[src/rtl/flit_fifo_pkg.sv]
// flit_fifo_pkg: shared flit buffer widths, depth and occupancy encoding
package flit_fifo_pkg;
    localparam int FLIT_WIDTH  = 128;
    localparam int NUM_ENTRIES = 8;
    typedef enum logic [1:0] {EMPTY, VACANT, ALMOST_FULL, FULL} buffer_state_t;
endpackage

[src/rtl/flit_fifo_if.sv]
// flit_fifo_if: ready/valid write and read channels of the flit buffer
interface flit_fifo_if
    import flit_fifo_pkg::*;
#(
    parameter int WIDTH = FLIT_WIDTH
);
    logic             in_valid;
    logic             in_ready;
    logic [WIDTH-1:0] in_data;
    logic             out_valid;
    logic             out_ready;
    logic [WIDTH-1:0] out_data;
    modport master (output in_valid, in_data, out_ready, input in_ready, out_valid, out_data);
    modport slave  (input in_valid, in_data, out_ready, output in_ready, out_valid, out_data);
endinterface

[src/rtl/flit_fifo_mem.sv]
// flit_fifo_mem: register array, one synchronous write port, asynchronous read port
module flit_fifo_mem #(
    parameter int WIDTH = 128,
    parameter int DEPTH = 8,
    localparam int AW   = $clog2(DEPTH)
) (
    input  logic             clk,
    input  logic             we,
    input  logic [AW-1:0]    waddr,
    input  logic [WIDTH-1:0] wdata,
    input  logic [AW-1:0]    raddr,
    output logic [WIDTH-1:0] rdata
);
    logic [WIDTH-1:0] mem [DEPTH];
    always_ff @(posedge clk)
        if (we) mem[waddr] <= wdata;
    assign rdata = mem[raddr];
endmodule

[src/rtl/flit_fifo.sv]
// flit_fifo: parametrised first-word-fall-through flit FIFO with optional drop-on-full
module flit_fifo
    import flit_fifo_pkg::*;
#(
    parameter int WIDTH        = FLIT_WIDTH,
    parameter int DEPTH        = NUM_ENTRIES,
    parameter int AF_THRESH    = DEPTH - 1,
    parameter int DROP_ON_FULL = 0,
    localparam int AW          = $clog2(DEPTH),
    localparam int CW          = AW + 1
) (
    input  logic          clk,
    input  logic          rst_n,
    input  logic          flush,
    input  logic          err_clr,
    flit_fifo_if.slave    link,
    output logic [CW-1:0] count,
    output buffer_state_t state,
    output logic          overflow,
    output logic [7:0]    drop_count
);
    logic [AW-1:0] wr_ptr, rd_ptr;
    logic          full, push, pop, drop;
    assign full           = count == CW'(DEPTH);
    assign link.out_valid = count != '0;
    assign link.in_ready  = (DROP_ON_FULL != 0) || !full;
    assign push           = link.in_valid && !full;
    assign pop            = link.out_valid && link.out_ready;
    assign drop           = (DROP_ON_FULL != 0) && link.in_valid && full;
    always_comb
        state = count == '0              ? EMPTY :
                full                     ? FULL :
                count >= CW'(AF_THRESH)  ? ALMOST_FULL : VACANT;
    flit_fifo_mem #(.WIDTH(WIDTH), .DEPTH(DEPTH)) u_mem (
        .clk   (clk),
        .we    (push && !flush),
        .waddr (wr_ptr),
        .wdata (link.in_data),
        .raddr (rd_ptr),
        .rdata (link.out_data)
    );
    // full+pop never admits a push, so count stays within 0..DEPTH
    always_ff @(posedge clk) begin
        if (!rst_n || flush) begin
            wr_ptr <= '0;
            rd_ptr <= '0;
            count  <= '0;
        end else begin
            if (push) wr_ptr <= wr_ptr + AW'(1);
            if (pop) rd_ptr <= rd_ptr + AW'(1);
            count <= count + CW'(push) - CW'(pop);
        end
    end
    // a drop in the same cycle as err_clr restarts the tally at one
    always_ff @(posedge clk) begin
        if (!rst_n) begin
            overflow   <= 1'b0;
            drop_count <= '0;
        end else if (drop) begin
            overflow   <= 1'b1;
            drop_count <= err_clr ? 8'd1 : drop_count + 8'(drop_count != 8'hff);
        end else if (err_clr) begin
            overflow   <= 1'b0;
            drop_count <= '0;
        end
    end
endmodule
[src/flat_wrapper.sv]
// flat-port wrapper written by rule: the top's interface ports become plain ports
module flit_fifo_flat import flit_fifo_pkg::*;
#(
    parameter int WIDTH        = FLIT_WIDTH,
    parameter int DEPTH        = NUM_ENTRIES,
    parameter int AF_THRESH    = DEPTH - 1,
    parameter int DROP_ON_FULL = 0,
    localparam int AW          = $clog2(DEPTH),
    localparam int CW          = AW + 1
)
  (clk, rst_n, flush, err_clr, count, state, overflow, drop_count, link_in_valid, link_in_data, link_out_ready, link_in_ready, link_out_valid, link_out_data);
  flit_fifo_if #(.WIDTH(WIDTH)) link_i ();
  input  logic clk;
  input  logic rst_n;
  input  logic flush;
  input  logic err_clr;
  output logic [CW-1:0] count;
  output buffer_state_t state;
  output logic overflow;
  output logic [7:0] drop_count;
  input wire logic [$bits(link_i.in_valid)-1:0] link_in_valid;
  input wire logic [$bits(link_i.in_data)-1:0] link_in_data;
  input wire logic [$bits(link_i.out_ready)-1:0] link_out_ready;
  output wire logic [$bits(link_i.in_ready)-1:0] link_in_ready;
  output wire logic [$bits(link_i.out_valid)-1:0] link_out_valid;
  output wire logic [$bits(link_i.out_data)-1:0] link_out_data;
  assign link_i.in_valid = link_in_valid;
  assign link_i.in_data = link_in_data;
  assign link_i.out_ready = link_out_ready;
  assign link_in_ready = link_i.in_ready;
  assign link_out_valid = link_i.out_valid;
  assign link_out_data = link_i.out_data;
  flit_fifo #(.WIDTH(WIDTH), .DEPTH(DEPTH), .AF_THRESH(AF_THRESH), .DROP_ON_FULL(DROP_ON_FULL)) u_core (.clk(clk), .rst_n(rst_n), .flush(flush), .err_clr(err_clr), .link(link_i), .count(count), .state(state), .overflow(overflow), .drop_count(drop_count));
endmodule
[config.mk]
export PLATFORM = sky130hd
export DESIGN_NAME = flit_fifo_flat
export DESIGN_NICKNAME = d
export VERILOG_FILES = /design/src/rtl/flit_fifo_pkg.sv /design/src/rtl/flit_fifo_if.sv /design/src/rtl/flit_fifo_mem.sv /design/src/rtl/flit_fifo.sv /design/src/flat_wrapper.sv
export SDC_FILE = /design/constraint.sdc
export NUM_CORES = 1
export LEC_CHECK = 0
export ABC_CLOCK_PERIOD_IN_PS = 34100
export BUFFER_PORTS_ARGS = -buffer_cell sky130_fd_sc_hd__buf_4
export CAP_MARGIN = 30
export CORE_UTILIZATION = 29
export DETAILED_ROUTE_END_ITERATION = 10
export SLEW_MARGIN = 40
export SYNTH_ARGS = -nofsm -noshare
export SYNTH_HDL_FRONTEND = slang
export SYNTH_SLANG_ARGS = --single-unit
[constraint.sdc]
create_clock -name clk -period 34.1 [get_ports clk]
set_input_delay 5.115 -clock clk [delete_from_list [all_inputs] [get_ports clk]]
set_output_delay 5.115 -clock clk [all_outputs]
set_load 0.03 [all_outputs]
== After elaboration in Yosys (flattened, before gate mapping) ==
Memories as Yosys holds them, arrays and structs flattened. A register that Yosys moved wholly into a read port is not among the register bits.
Cells that the tools add are included.

* Register bits after elaboration: 10
* Latch bits: 0
* Memory bits (writable): 1024
* Memory bits (read-only): 0
* Output and inout bits: 145
* Memories: 1

* Add/sub/neg operators: 4
* Multipliers: 0
* Divide/modulo/power cells: 0
* Order comparisons: 1
* Equal/unequal tests: 1
* Shift-type cells: 0
* Muxes and demuxes: 7
* Bitwise operators: 0
* Reductions and logical operators: 9

{| class="wikitable"
|+ Memory list
! memory !! words !! width !! rd ports !! clocked after Yosys merged registers in !! write ports !! RTL line !! source
|-
| u_core.u_mem.mem || 8 || 128 || 1 || 1 || 1 || flit_fifo_mem.sv:14 || <nowiki>logic [WIDTH-1:0] mem [DEPTH];</nowiki>
|}

{| class="wikitable"
|+ Operators by type and width
! kind !! count
|-
| $add A3 B1 Y3 const B || 2
|-
| $mux W2 || 3
|-
| $mux W3 || 2
|-
| $add A4 B1 Y4 || 1
|-
| $eq A4 B4 Y1 const B || 1
|-
| $ge A4 B3 Y1 const B || 1
|-
| $logic_not A4 Y1 || 1
|-
| $reduce_bool A4 Y1 || 1
|-
| $sub A4 B1 Y4 || 1
|-
| $logic_and A1 B1 Y1 || 3
|-
| $logic_not A1 Y1 || 3
|-
| $mux W1 || 2
|-
| $logic_or A1 B1 Y1 || 1
|}

== Logic depth before layout (Yosys ltp) ==
* Depth in word-level cells: 6
* Mapped depth: 11
* Depth with buffers taken out: 11

== Modules after synthesis ==
A second synthesis with hierarchy kept.

* Cells, all modules: 1575
* Area total of the unflattened synthesis: 39683.1 sq um

{| class="wikitable"
|+ By module, submodules not included
! module !! instances !! cells an instance !! area each (sq um) !! sequential area each (sq um)
|-
| flit_fifo_mem || 1 || 1492 || 38992.4 || 30749.5
|-
| flit_fifo || 1 || 83 || 690.7 || 200.2
|}

== Least setup slack after synthesis ==
OpenSTA, ideal clock, no wires.

* Path kind: input-to-reg
* From: input flush
* To: memory u_core.u_mem.mem[0][0], enable pin
* Arrival: 18325 ps
* Path slack: 14802 ps
* Stages: 2
* Cells stage by stage: nor2_1 nor4b_1

* Cells in the longest elaborated chain, start to end: 4

{| class="wikitable"
|+ RTL lines
! what !! RTL line !! source
|-
| start, declared || flat_wrapper.sv:15 || <nowiki>input logic flush;</nowiki>
|-
| $logic_not A1 Y1 || flit_fifo.sv:36 || <nowiki>.we (push && !flush),</nowiki>
|-
| $logic_and A1 B1 Y1 || flit_fifo.sv:36 ||
|-
| $mux W1 || flit_fifo_mem.sv:16 || <nowiki>if (we) mem[waddr] <= wdata;</nowiki>
|-
| $mux W1 (implied by the code) || flit_fifo_mem.sv:16 ||
|-
| end, declared || flit_fifo_mem.sv:14 ||
|}

Every way passes these cells.

==> run_summary.xml <==
<?xml version="1.0" encoding="UTF-8"?>
<metrics>
  <group name="drt">
    <metric name="drt_iter0_markers" unit="">967</metric>
    <metric name="detail-route-antenna-nets" unit="">0</metric>
    <metric name="wl" unit="um">84600</metric>
    <metric name="drt_drc_violations_left" unit="">0</metric>
    <metric name="via_count" unit="">17300</metric>
    <metric name="route.detailed.vias_per_inst" unit="">4.56</metric>
    <metric name="detail_route.first_pass.iterations" unit="">5</metric>
    <metric name="drt-wirelength-per-cell" unit="um">22.3</metric>
  </group>
  <group name="pwr">
    <metric name="power_density_normalized_to_cell_area" unit="nW/um2">60.9</metric>
    <metric name="ir_drop" unit="mV">0.0467</metric>
    <metric name="static-leakage-power" unit="nW">14.8</metric>
    <metric name="power" unit="mW">2.88</metric>
  </group>
  <group name="synthesis">
    <metric name="yosys_register_bits" unit="">1037</metric>
    <metric name="post-synth-top-area-cell" unit="">edfxtp_1</metric>
    <metric name="synth_sequential_area_ratio" unit="%">78.0</metric>
    <metric name="post_synth_inst_count" unit="">1582</metric>
    <metric name="synthDominantCellAreaShare" unit="%">77.3</metric>
    <metric name="synth.area.top_cells" unit="">edfxtp_1 77%, mux4_2 10%, mux4_1 4.8%</metric>
    <metric name="synth_enable_flop_cells" unit="">1024</metric>
    <metric name="post_synth_num_cell_types" unit="">37</metric>
    <metric name="ys_dominant_reg_cell" unit="">edfxtp_1</metric>
    <metric name="synth_async_sr_flop_share" unit="%">0</metric>
    <metric name="syn_avg_cell_area" unit="um2">25.1</metric>
    <metric name="synth_area" unit="um2">39800</metric>
    <metric name="synthesis.yosys.warnings" unit="">0</metric>
  </group>
  <group name="floorplanning">
    <metric name="initial_core_util" unit="%">29.3</metric>
    <metric name="die_y" unit="um">372</metric>
    <metric name="core-area" unit="um2">136000</metric>
    <metric name="top_level_ports" unit="">279</metric>
    <metric name="placementRows" unit="">135</metric>
    <metric name="die_area" unit="um2">139000</metric>
    <metric name="die_w" unit="um">372</metric>
  </group>
  <group name="finish">
    <metric name="postLayoutCoreUtil" unit="%">34.8</metric>
    <metric name="nFillCells" unit="">12500</metric>
    <metric name="drive_above_1_share" unit="%">38.8</metric>
    <metric name="layout_overhead_on_the_synthesized_area" unit="%">19.0</metric>
    <metric name="fin_nets" unit="">2067</metric>
    <metric name="instances_no_fill" unit="">3793</metric>
    <metric name="insertedDiodeCount" unit="">0</metric>
  </group>
  <group name="setup_path">
    <metric name="crit_chain" unit="">buf_12 -&gt; buf_12 -&gt; buf_16 -&gt; buf_6 -&gt; mux4_1 -&gt; mux2_2 -&gt; buf_4</metric>
    <metric name="timing.critical_path.mode_cell" unit="">buf_12</metric>
    <metric name="kind_of_launch_point_of_the_worst_setup_path" unit="">register</metric>
    <metric name="cp_num_buf_inv" unit="">5</metric>
    <metric name="crit_path_max_incr_delay" unit="ns">0.63</metric>
    <metric name="number_of_cells_traversed_by_the_worst_register_to_register_path" unit="">8</metric>
    <metric name="setup.worst_path.class" unit="">register to primary output</metric>
    <metric name="critPathArrivalTime" unit="ns">4.16</metric>
    <metric name="endpoint_kind" unit="">primary output</metric>
    <metric name="cpLargestDelayFamily" unit="">buffers and inverters</metric>
    <metric name="crit_fanout" unit="">69</metric>
    <metric name="r2r_end" unit="">u_core.u_mem.mem[6][67]</metric>
    <metric name="reg2reg_setup_slack" unit="ns">30.57</metric>
    <metric name="worst_path_required" unit="ns">28.98</metric>
    <metric name="r2r_start" unit="">u_core.count[2]</metric>
    <metric name="critical_path.slowest_cell" unit="">mux4_1</metric>
    <metric name="worstSetupPathDepth" unit="">7</metric>
  </group>
  <group name="placement">
    <metric name="detailedPlacementHpwl" unit="um">44400</metric>
    <metric name="number_of_cells_after_detailed_placement" unit="">3593</metric>
    <metric name="gpl.final_weighted_congestion" unit="">0.706</metric>
    <metric name="placement.io_buffers" unit="">268</metric>
  </group>
  <group name="worst_hold_path">
    <metric name="min_path_cells" unit="">2</metric>
    <metric name="min_from" unit="">u_core.rd_ptr[0]</metric>
    <metric name="worstHoldPathType" unit="">register to register</metric>
  </group>
  <group name="clocking">
    <metric name="worst_skew_pair.late_latency" unit="ns">0.73</metric>
    <metric name="post-cts-setup-buffers" unit="">0</metric>
    <metric name="ctsRootBufferMaster" unit="">clkbuf_16</metric>
    <metric name="ctsResizeCount" unit="">0</metric>
    <metric name="htree_levels" unit="">3</metric>
    <metric name="cts_tree" unit="">yes</metric>
    <metric name="cts-buffers-inserted" unit="">107</metric>
    <metric name="cts_sinks" unit="">1037</metric>
    <metric name="cts_buffer_depth" unit="">3</metric>
    <metric name="clk_transition_reported_paths" unit="ns">0.06</metric>
    <metric name="hold_buffers" unit="">0</metric>
  </group>
  <group name="global_route">
    <metric name="globalRouteOverflowTotal" unit="">0</metric>
    <metric name="antenna_found_initial" unit="">9</metric>
    <metric name="grtUsageTotal" unit="%">12.1</metric>
    <metric name="grt_pass1_vias" unit="">18500</metric>
    <metric name="wire_length_of_the_first_global_routing_pass" unit="um">121000</metric>
    <metric name="pin_count_of_the_biggest_net_entering_global_routing" unit="">88</metric>
  </group>
  <group name="timing">
    <metric name="slew_viol_final" unit="">0</metric>
    <metric name="final_period_minus_worst_setup_slack" unit="ns">9.27</metric>
    <metric name="tightest_slew" unit="ns">0.828</metric>
    <metric name="rsz_0062_raised_after_global_routing" unit="">no</metric>
    <metric name="finClkSkew" unit="ns">0.0439</metric>
    <metric name="final-hold-violation-count" unit="">0</metric>
    <metric name="slew_headroom" unit="%">44.8</metric>
    <metric name="max_clock_freq" unit="MHz">108</metric>
    <metric name="setup_viol_count_final" unit="">0</metric>
    <metric name="totalNegativeSetupSlack" unit="ns">0</metric>
    <metric name="layout_worst_path_cycle_share" unit="%">27.2</metric>
    <metric name="hold_ws" unit="ns">0.532</metric>
  </group>
  <group name="flow_run">
    <metric name="max_cap_viol_count" unit="">0</metric>
  </group>
  <group name="status">
    <metric name="run_status" unit="">finished, final reports clean</metric>
  </group>
</metrics>
## through the flow
| stage | setup WS [ns] | instance area [um2] |
|---|---|---|
| 2_1_floorplan | 14.80 | 39800 |
| 3_3_place_gp | 25.26 | 43600 |
| 3_5_place_dp | 25.15 | 43700 |
| 4_1_cts | 24.31 | 47200 |
| 5_1_grt | 24.55 | 47300 |
| 6_report | 24.83 | 47300 |
## cell usage after synthesis, drive strengths merged, types with 2 or more instances
master and instances:
inv 11, or3 4, nor2 7, mux4 256, mux2 128, edfxtp 1024, nor3b 2, nand2 7
o21ai 7, nor2b 2, a21o 2, clkbuf 28, a21oi 11, nand2b 2, nand3 4, ha 8
dfxtp 13, nor3 3, buf 53
## per-layer routing
layer | global-route usage (%) | up-vias | part of all wire, %
met2 | 20.9 | 405 | 51
met5 | 0 | - | 0.12
met4 | 3.93 | 18 | 2.2
met3 | 3.54 | 140 | 6.8
li1 | - | 7522 | -
met1 | 14.3 | 9200 | 40
## worst register-to-register path, cell delays in order, from the launching register on
cell	delay [ns]
dfxtp_1	0.37
inv_1	0.09
ha_1	0.21
nor3b_1	0.19
inv_1	0.19
nand3_1	0.32
nor2_4	0.23
buf_12	0.48
buf_4	0.95
## worst max path at each step
stage | startpoint | endpoint | slack [ns]
finish | register | link_out_data[83] | 24.83
global route | register | link_out_data[83] | 24.55
CTS | register | link_out_data[83] | 24.31
detailed placement | register | link_out_data[83] | 25.15
global placement | register | link_out_data[83] | 25.26
floorplan | flush | u_core.u_mem.mem[0][0] | 14.80
## registers in the layout, summed over array words and instances, names as in the netlist, named ones only
register / flops
u_core.wr_ptr: 3
u_core.count: 4
u_core.u_mem.mem: 1024
u_core.rd_ptr: 3
## logic make-up (layout without fill, tap and decap cells)
logic type | count (synthesis) | in the layout | share of synthesized area [%]
AO/OA/AOI/OAI | 22 | 22 | 0.305
XOR/XNOR | 1 | 1 | 0.0220
AND/OR/NAND/NOR | 35 | 35 | 0.456
adder cells (fa/ha/maj) | 9 | 9 | 0.302
buffers and inverters | 92 | 514 | 2.08
flip-flops | 1037 | 1037 | 78.0
other | 1 | 9 | 0.00943
multiplexers | 385 | 385 | 18.8
## layout by cell type (no fill, tap or decap), types with 5 or more instances in the layout
cell	synthesis	routed
a21oi_1	11	11
buf_12	3	8
buf_4	10	278
buf_6	7	19
bufinv_16	0	11
clkbuf_1	14	24
clkbuf_16	0	107
clkinv_1	0	21
clkinv_2	0	14
clkinv_4	0	6
conb_1	1	9
dfxtp_1	13	10
edfxtp_1	1024	1024
ha_1	8	8
inv_1	11	11
inv_6	0	5
mux2_2	128	128
mux4_1	72	72
mux4_2	184	184
nand2_1	7	7
o21ai_0	7	7
## power by group
group	internal, mW	leakage (nW)	switching (mW)
clock	0.666	1.71	0.488
sequential	1.43	9.36	0.0102
combinational	0.114	3.73	0.174
total	2.21	14.8	0.672
## layout make-up
cell class | instances | area [um2] | share of cell area [%]
Clock buffer | 131 | 2770 | 5.85
Inverter | 11 | 41.3 | 0.0873
Sequential cell | 1037 | 31000 | 65.6
Multi-Input combinational cell | 461 | 8000 | 16.9
Clock inverter | 66 | 758 | 1.60
Timing Repair Buffer | 306 | 2490 | 5.26
Tap cell | 1781 | 2230 | 4.71
No activity file was read; power rests on OpenSTA's default activity.
